$ cat config.mk
export PLATFORM = sky130hd
export DESIGN_NAME = exp6_unidade_controle
export DESIGN_NICKNAME = d
export VERILOG_FILES = /design/src/rtl/exp6_unidade_controle.sv
export SDC_FILE = /design/constraint.sdc
export NUM_CORES = 1
export LEC_CHECK = 0
export BUFFER_PORTS_ARGS = -buffer_cell sky130_fd_sc_hd__buf_4
export CAP_MARGIN = 20
export CORE_MARGIN = 2
export CORE_UTILIZATION = 55
export CTS_CLUSTER_DIAMETER = 50
export DETAILED_ROUTE_END_ITERATION = 8
export MAX_ROUTING_LAYER = met4
export PLACE_DENSITY = 0.83
export SLEW_MARGIN = 30
export SYNTH_ARGS = -nofsm -noshare
export SYNTH_HDL_FRONTEND = slang
export SYNTH_SLANG_ARGS = --single-unit
$ cat constraint.sdc
create_clock -name clock -period 2.3 [get_ports clock]
set_input_delay 0.115 -clock clock [delete_from_list [all_inputs] [get_ports clock]]
set_output_delay 0.115 -clock clock [all_outputs]
set_load 0.005 [all_outputs]
$ cat src/rtl/exp6_unidade_controle.sv
// Moore control unit for the Genius-style memory game.
// Sequences exp6_fluxo_dados through each round: show the newest item on
// the LEDs for SHOW_CYCLES cycles, then collect and check one player move
// per address up to the current round. The game ends on a wrong move, a
// move timeout, or after round 15 completes. Every output, including the
// 4-bit debug state code, is decoded from the state register alone.
module exp6_unidade_controle #(
    parameter int SHOW_CYCLES = 1000,
    parameter int SHOW_W      = 10
) (
    input  logic       clock,
    input  logic       reset,
    input  logic       iniciar,
    input  logic       jogada_feita,
    input  logic       jogada_correta,
    input  logic       enderecoIgualRodada,
    input  logic       fimL,
    input  logic       timeout,
    output logic       zeraCR,
    output logic       zeraE,
    output logic       contaCR,
    output logic       contaE,
    output logic       limpaRC,
    output logic       registraRC,
    output logic       zeraLeds,
    output logic       registraLeds,
    output logic       led_selector,
    output logic       contaT,
    output logic       pronto,
    output logic       ganhou,
    output logic       perdeu,
    output logic       db_timeout,
    output logic [3:0] db_estado
);

    // The encoding doubles as the 7-segment debug code, so it is fixed.
    // Codes 0xE and 0xF have no name and fall back to INICIAL.
    typedef enum logic [3:0] {
        INICIAL     = 4'h0,
        PREPARA     = 4'h1,
        MOSTRA      = 4'h2,
        EXIBE       = 4'h3,
        APAGA       = 4'h4,
        ESPERA      = 4'h5,
        REGISTRA    = 4'h6,
        COMPARA     = 4'h7,
        PROXIMO     = 4'h8,
        FIM_RODADA  = 4'h9,
        PROX_RODADA = 4'hA,
        ACERTOU     = 4'hB,
        ERRO        = 4'hC,
        ESGOTADO    = 4'hD
    } estado_t;

    // Terminal count of the show counter: EXIBE lasts SHOW_CYCLES cycles.
    localparam logic [SHOW_W-1:0] SHOW_LAST = SHOW_W'(SHOW_CYCLES - 1);

    estado_t           estado_q;
    estado_t           estado_d;
    logic [SHOW_W-1:0] show_cnt_q;
    logic [SHOW_W-1:0] show_cnt_d;

    // State and show-counter registers; reset drops straight to INICIAL.
    always_ff @(posedge clock or negedge reset) begin
        if (!reset) begin
            estado_q   <= INICIAL;
            show_cnt_q <= '0;
        end else begin
            estado_q   <= estado_d;
            show_cnt_q <= show_cnt_d;
        end
    end

    // Show counter: cleared while the item is latched, counts while lit.
    always_comb begin
        show_cnt_d = show_cnt_q;
        if (estado_q == MOSTRA) begin
            show_cnt_d = '0;
        end else if (estado_q == EXIBE) begin
            show_cnt_d = show_cnt_q + 1'b1;
        end
    end

    // Next-state logic.
    always_comb begin
        estado_d = estado_q;
        unique case (estado_q)
            INICIAL: begin
                if (iniciar) begin
                    estado_d = PREPARA;
                end
            end
            PREPARA: estado_d = MOSTRA;
            MOSTRA:  estado_d = EXIBE;
            EXIBE: begin
                if (show_cnt_q == SHOW_LAST) begin
                    estado_d = APAGA;
                end
            end
            APAGA: estado_d = ESPERA;
            ESPERA: begin
                // A move arriving together with the timeout still counts.
                if (jogada_feita) begin
                    estado_d = REGISTRA;
                end else if (timeout) begin
                    estado_d = ESGOTADO;
                end
            end
            REGISTRA: estado_d = COMPARA;
            COMPARA: begin
                if (!jogada_correta) begin
                    estado_d = ERRO;
                end else if (enderecoIgualRodada) begin
                    estado_d = FIM_RODADA;
                end else begin
                    estado_d = PROXIMO;
                end
            end
            PROXIMO: estado_d = ESPERA;
            FIM_RODADA: begin
                if (fimL) begin
                    estado_d = ACERTOU;
                end else begin
                    estado_d = PROX_RODADA;
                end
            end
            PROX_RODADA: estado_d = MOSTRA;
            // End states wait for a restart; no reset is needed.
            ACERTOU, ERRO, ESGOTADO: begin
                if (iniciar) begin
                    estado_d = PREPARA;
                end
            end
            default: estado_d = INICIAL;
        endcase
    end

    // Moore output decode: everything low unless the state asserts it.
    always_comb begin
        zeraCR       = 1'b0;
        zeraE        = 1'b0;
        contaCR      = 1'b0;
        contaE       = 1'b0;
        limpaRC      = 1'b0;
        registraRC   = 1'b0;
        zeraLeds     = 1'b0;
        registraLeds = 1'b0;
        led_selector = 1'b0;
        contaT       = 1'b0;
        pronto       = 1'b0;
        ganhou       = 1'b0;
        perdeu       = 1'b0;
        db_timeout   = 1'b0;
        unique case (estado_q)
            PREPARA: begin
                zeraCR   = 1'b1;
                zeraE    = 1'b1;
                limpaRC  = 1'b1;
                zeraLeds = 1'b1;
            end
            MOSTRA: begin
                registraLeds = 1'b1;
                led_selector = 1'b1;
            end
            APAGA: begin
                // Load selector=0 to blank the LEDs, rewind for the moves.
                registraLeds = 1'b1;
                zeraE        = 1'b1;
                limpaRC      = 1'b1;
            end
            ESPERA:      contaT     = 1'b1;
            REGISTRA:    registraRC = 1'b1;
            PROXIMO:     contaE     = 1'b1;
            PROX_RODADA: contaCR    = 1'b1;
            ACERTOU: begin
                pronto = 1'b1;
                ganhou = 1'b1;
            end
            ERRO: begin
                pronto = 1'b1;
                perdeu = 1'b1;
            end
            ESGOTADO: begin
                pronto     = 1'b1;
                perdeu     = 1'b1;
                db_timeout = 1'b1;
            end
            default: begin
            end
        endcase
    end

    assign db_estado = estado_q;

endmodule

==> results.py <==
metrics = {
    "detailed_routing": {
        "routed_via_density": 6.37,
        "drc": 0,
        "dr.first_iter.drc_count": 19,
        "wl_per_cell_um": 14.6,
        "routed-via-count": 975,
        "drt-total-wl_um": 2240,
        "drt_first_pass_iters": 4,
        "ant_nets": 0,
    },
    "placed_design": {
        "gp_congestion": 0.917,
        "numPortBuffers": 25,
        "dp_hpwl_um": 1600,
    },
    "cells_and_area": {
        "multi_input_area_um2": 557,
        "final_core_util_pct": 69.1,
        "nets": 147,
        "diodes": 0,
        "seq_area_um2": 350,
        "syn2layout_area_growth_pct": 20.7,
        "fillCellCount": 143,
        "layout-drive-gt1-share_pct": 23.5,
    },
    "run_status": {
        "status": "finished, final reports clean",
    },
    "power_and_ir_drop": {
        "p_switching_w": 0.000555,
        "seq_power_share_pct": 35.1,
        "internal-power_w": 0.000712,
        "p_leak_nw": 0.544,
        "switching_share_pct": 43.8,
        "p_per_area_nw_per_um2": 1090,
        "clkPwrFrac_pct": 10.4,
        "comb_power_share_pct": 54.5,
        "vdd_ir_drop_max_mv": 0.604,
    },
    "worst_hold_path": {
        "hp-class": "input port to async pin",
    },
    "timing": {
        "hold_viol": 0,
        "slew_viol_final": 0,
        "fmax_ghz": 0.502,
        "timing.final.crit_share_pct": 86.5,
        "relSlewSlack_pct": 59.7,
        "tightest_slew_ns": 0.599,
        "fin_skew_ns": 0.00227,
        "tns_ns": 0,
        "min_period_ns": 1.99,
        "rsz0062_at_grt": "no",
        "setup_viol": 0,
    },
    "floorplanning": {
        "die_w_um": 45.9,
        "row_count": 15,
        "die_area_um2": 2110,
        "core-area_um2": 1690,
        "fp.dieH_um": 45.9,
        "initial_utilization_pct": 57.3,
        "io_pins": 26,
    },
    "global_routing": {
        "grt_pass1_wl_um": 3570,
        "grt-ovfl-total": 0,
        "grt_pass1_vias": 846,
        "antenna_found_initial": 0,
        "grt_max_degree": 19,
        "grt_usage_pct": 24.2,
    },
    "cts": {
        "cts_buffer_depth": 2,
        "htreeDepth": 1,
        "cts_root_buffer": "clkbuf_4",
        "tritoncts": "done",
        "cts_buffers": 3,
        "cts_resized": 0,
        "clock_sinks": 14,
        "clk_latency_ns": 0.28,
        "clkSlewWorstSetupHoldPaths_ns": 0.07,
        "post_cts_buffers": 0,
    },
    "setup_path": {
        "crit_fanout": 18,
        "slowest_delay_ns": 0.68,
        "critPathCaptureType": "output port",
        "required_ns": 2.18,
        "path_cells": "nand2_1 > nor3_1 > buf_4",
        "path_class": "register to output port",
        "crit-reg2reg-launch": "db_estado[1]",
        "r2r_cells": 4,
        "cp_num_buf_inv": 1,
        "critPathArrivalTime_ns": 1.88,
        "crit_path_top_delay_cell": "dfrtp_1",
        "critPathLaunchType": "register",
        "r2r_setup_slack_ns": 0.43,
        "reg2reg_to": "db_estado[3]",
        "critical_path.top_delay_family": "simple AND/OR/NAND/NOR gates",
    },
    "synthesis": {
        "synth-async-reset-ratio_pct": 100,
        "avgSynthCellArea_um2": 8.48,
        "synth_edf_count": 0,
        "ys_seq_elements": 14,
        "ys_warn_count": 0,
        "synth_seq_area_share_pct": 36.2,
        "synth_cell_types": 40,
        "mappedNetlistArea_um2": 967,
        "ys.flop_type": "dfrtp_1",
        "synthCells": 114,
        "syn_nets": 123,
    },
    "flow_run": {
        "max-cap-violations": 0,
    },
}
kinds of logic after synthesis:
family / share of synthesized area (%)
simple gates: 28.8
compound gates: 22.0
flops: 36.2
buf+inv: 6.21
xor+xnor: 5.43
fa+ha+maj: 1.29
cells in the final DEF (no fill, tap or decap), types with 2 or more instances in the layout:
cell type | netlist | layout
buf_4 | 2 | 26
dfrtp_1 | 14 | 14
nor2_1 | 12 | 12
nand2_1 | 11 | 11
o21ai_0 | 10 | 10
nor3_1 | 5 | 5
nand2b_1 | 4 | 4
nand4_1 | 4 | 4
a21oi_1 | 4 | 4
xor2_1 | 4 | 4
inv_1 | 3 | 3
and3_1 | 3 | 3
clkbuf_4 | 0 | 3
xnor2_1 | 2 | 2
or3_1 | 2 | 2
and2_1 | 2 | 2
o31ai_1 | 2 | 2
o211ai_1 | 2 | 2
a41oi_1 | 2 | 2
a31oi_1 | 2 | 2
power by group through the flow:
stage                     Sequential [W]  Clock [W]  Combinational (W)
final                           0.000445   0.000132           0.000690
after global routing            0.000461   0.000148           0.000760
after CTS                       0.000441   0.000138           0.000688
after detailed placement        0.000445          0           0.000683
after global placement          0.000443          0           0.000675
after floorplan                 0.000363          0           0.000533
per-layer routing:
| metal | wire [µm] | GRT usage [%] | vias up |
|---|---|---|---|
| met3 | 123 | 2.78 | 7 |
| met4 | 46 | 13.7 | 0 |
| li1 | - | - | 467 |
| met2 | 1090 | 40.3 | 37 |
| met1 | 975 | 27.8 | 464 |
| met5 | 0 | - | - |
cell type report:
type	count	area share, %
Tap cell	17	1.82
Timing Repair Buffer	27	17.6
Clock buffer	3	1.93
Sequential cell	14	30.0
Inverter	3	0.965
Multi-Input combinational cell	89	47.7
flip-flops by register name, summed over array words and instances, names as in the netlist:
signal      count
show_cnt_q     10
db_estado       4
worst max-delay path by stage:
stage	from	cells past startpoint	end
6_report	db_estado[1]	3	led_selector
3_5_place_dp	db_estado[1]	4	db_estado[3]
4_1_cts	db_estado[1]	3	led_selector
3_3_place_gp	db_estado[0]	4	db_estado[3]
5_1_grt	db_estado[0]	4	led_selector
2_1_floorplan	db_estado[2]	5	db_estado[3]
worst reg2reg max path, cell delays in order, from the launching register on:
cell and delay (ns):
dfrtp_1 0.68, nand4bb_1 0.43, a41oi_1 0.34, nor4_1 0.09, a31o_1 0.22
synthesized netlist by cell type, types with 2 or more instances:
library cell  instances  area, µm²
o21ai_0              10       50.1
nand4_1               4       25.0
inv_1                 3       11.3
nand2b_1              4       25.0
xnor2_1               2       17.5
a41oi_1               2       17.5
xor2_1                4       35.0
buf_2                 3       15.0
clkbuf_1              2       7.51
and2_1                2       12.5
and3_1                3       18.8
o31ai_1               2       15.0
dfrtp_1              14        350
a21oi_1               4       20.0
o211ai_1              2       15.0
nor2_1               12       45.0
buf_4                 2       15.0
nand2_1              11       41.3
a31oi_1               2       12.5
or3_1                 2       12.5
nor3_1                5       25.0
per-stage QoR:
stage | instance area (µm²) | hold slack, ns | power [W] | setup WS [ns] | std cells
floorplan | 967 | -0.181 | 0.000896 | 0.752 | 114
global placement | 1130 | -0.0341 | 0.00112 | 0.556 | 149
detailed placement | 1130 | -0.0283 | 0.00113 | 0.505 | 149
CTS | 1170 | 0.211 | 0.00127 | 0.304 | 153
global route | 1170 | 0.253 | 0.00137 | 0.115 | 153
finish | 1170 | 0.222 | 0.00127 | 0.310 | 153
timing repair:
item | 4_1_cts | 5_1_grt
setup endpoints to repair | 0 | 0
endpoints found under the hold margin | 14 | 0
hold buffers | 1 | 0
No activity file was read; power rests on OpenSTA's default activity.
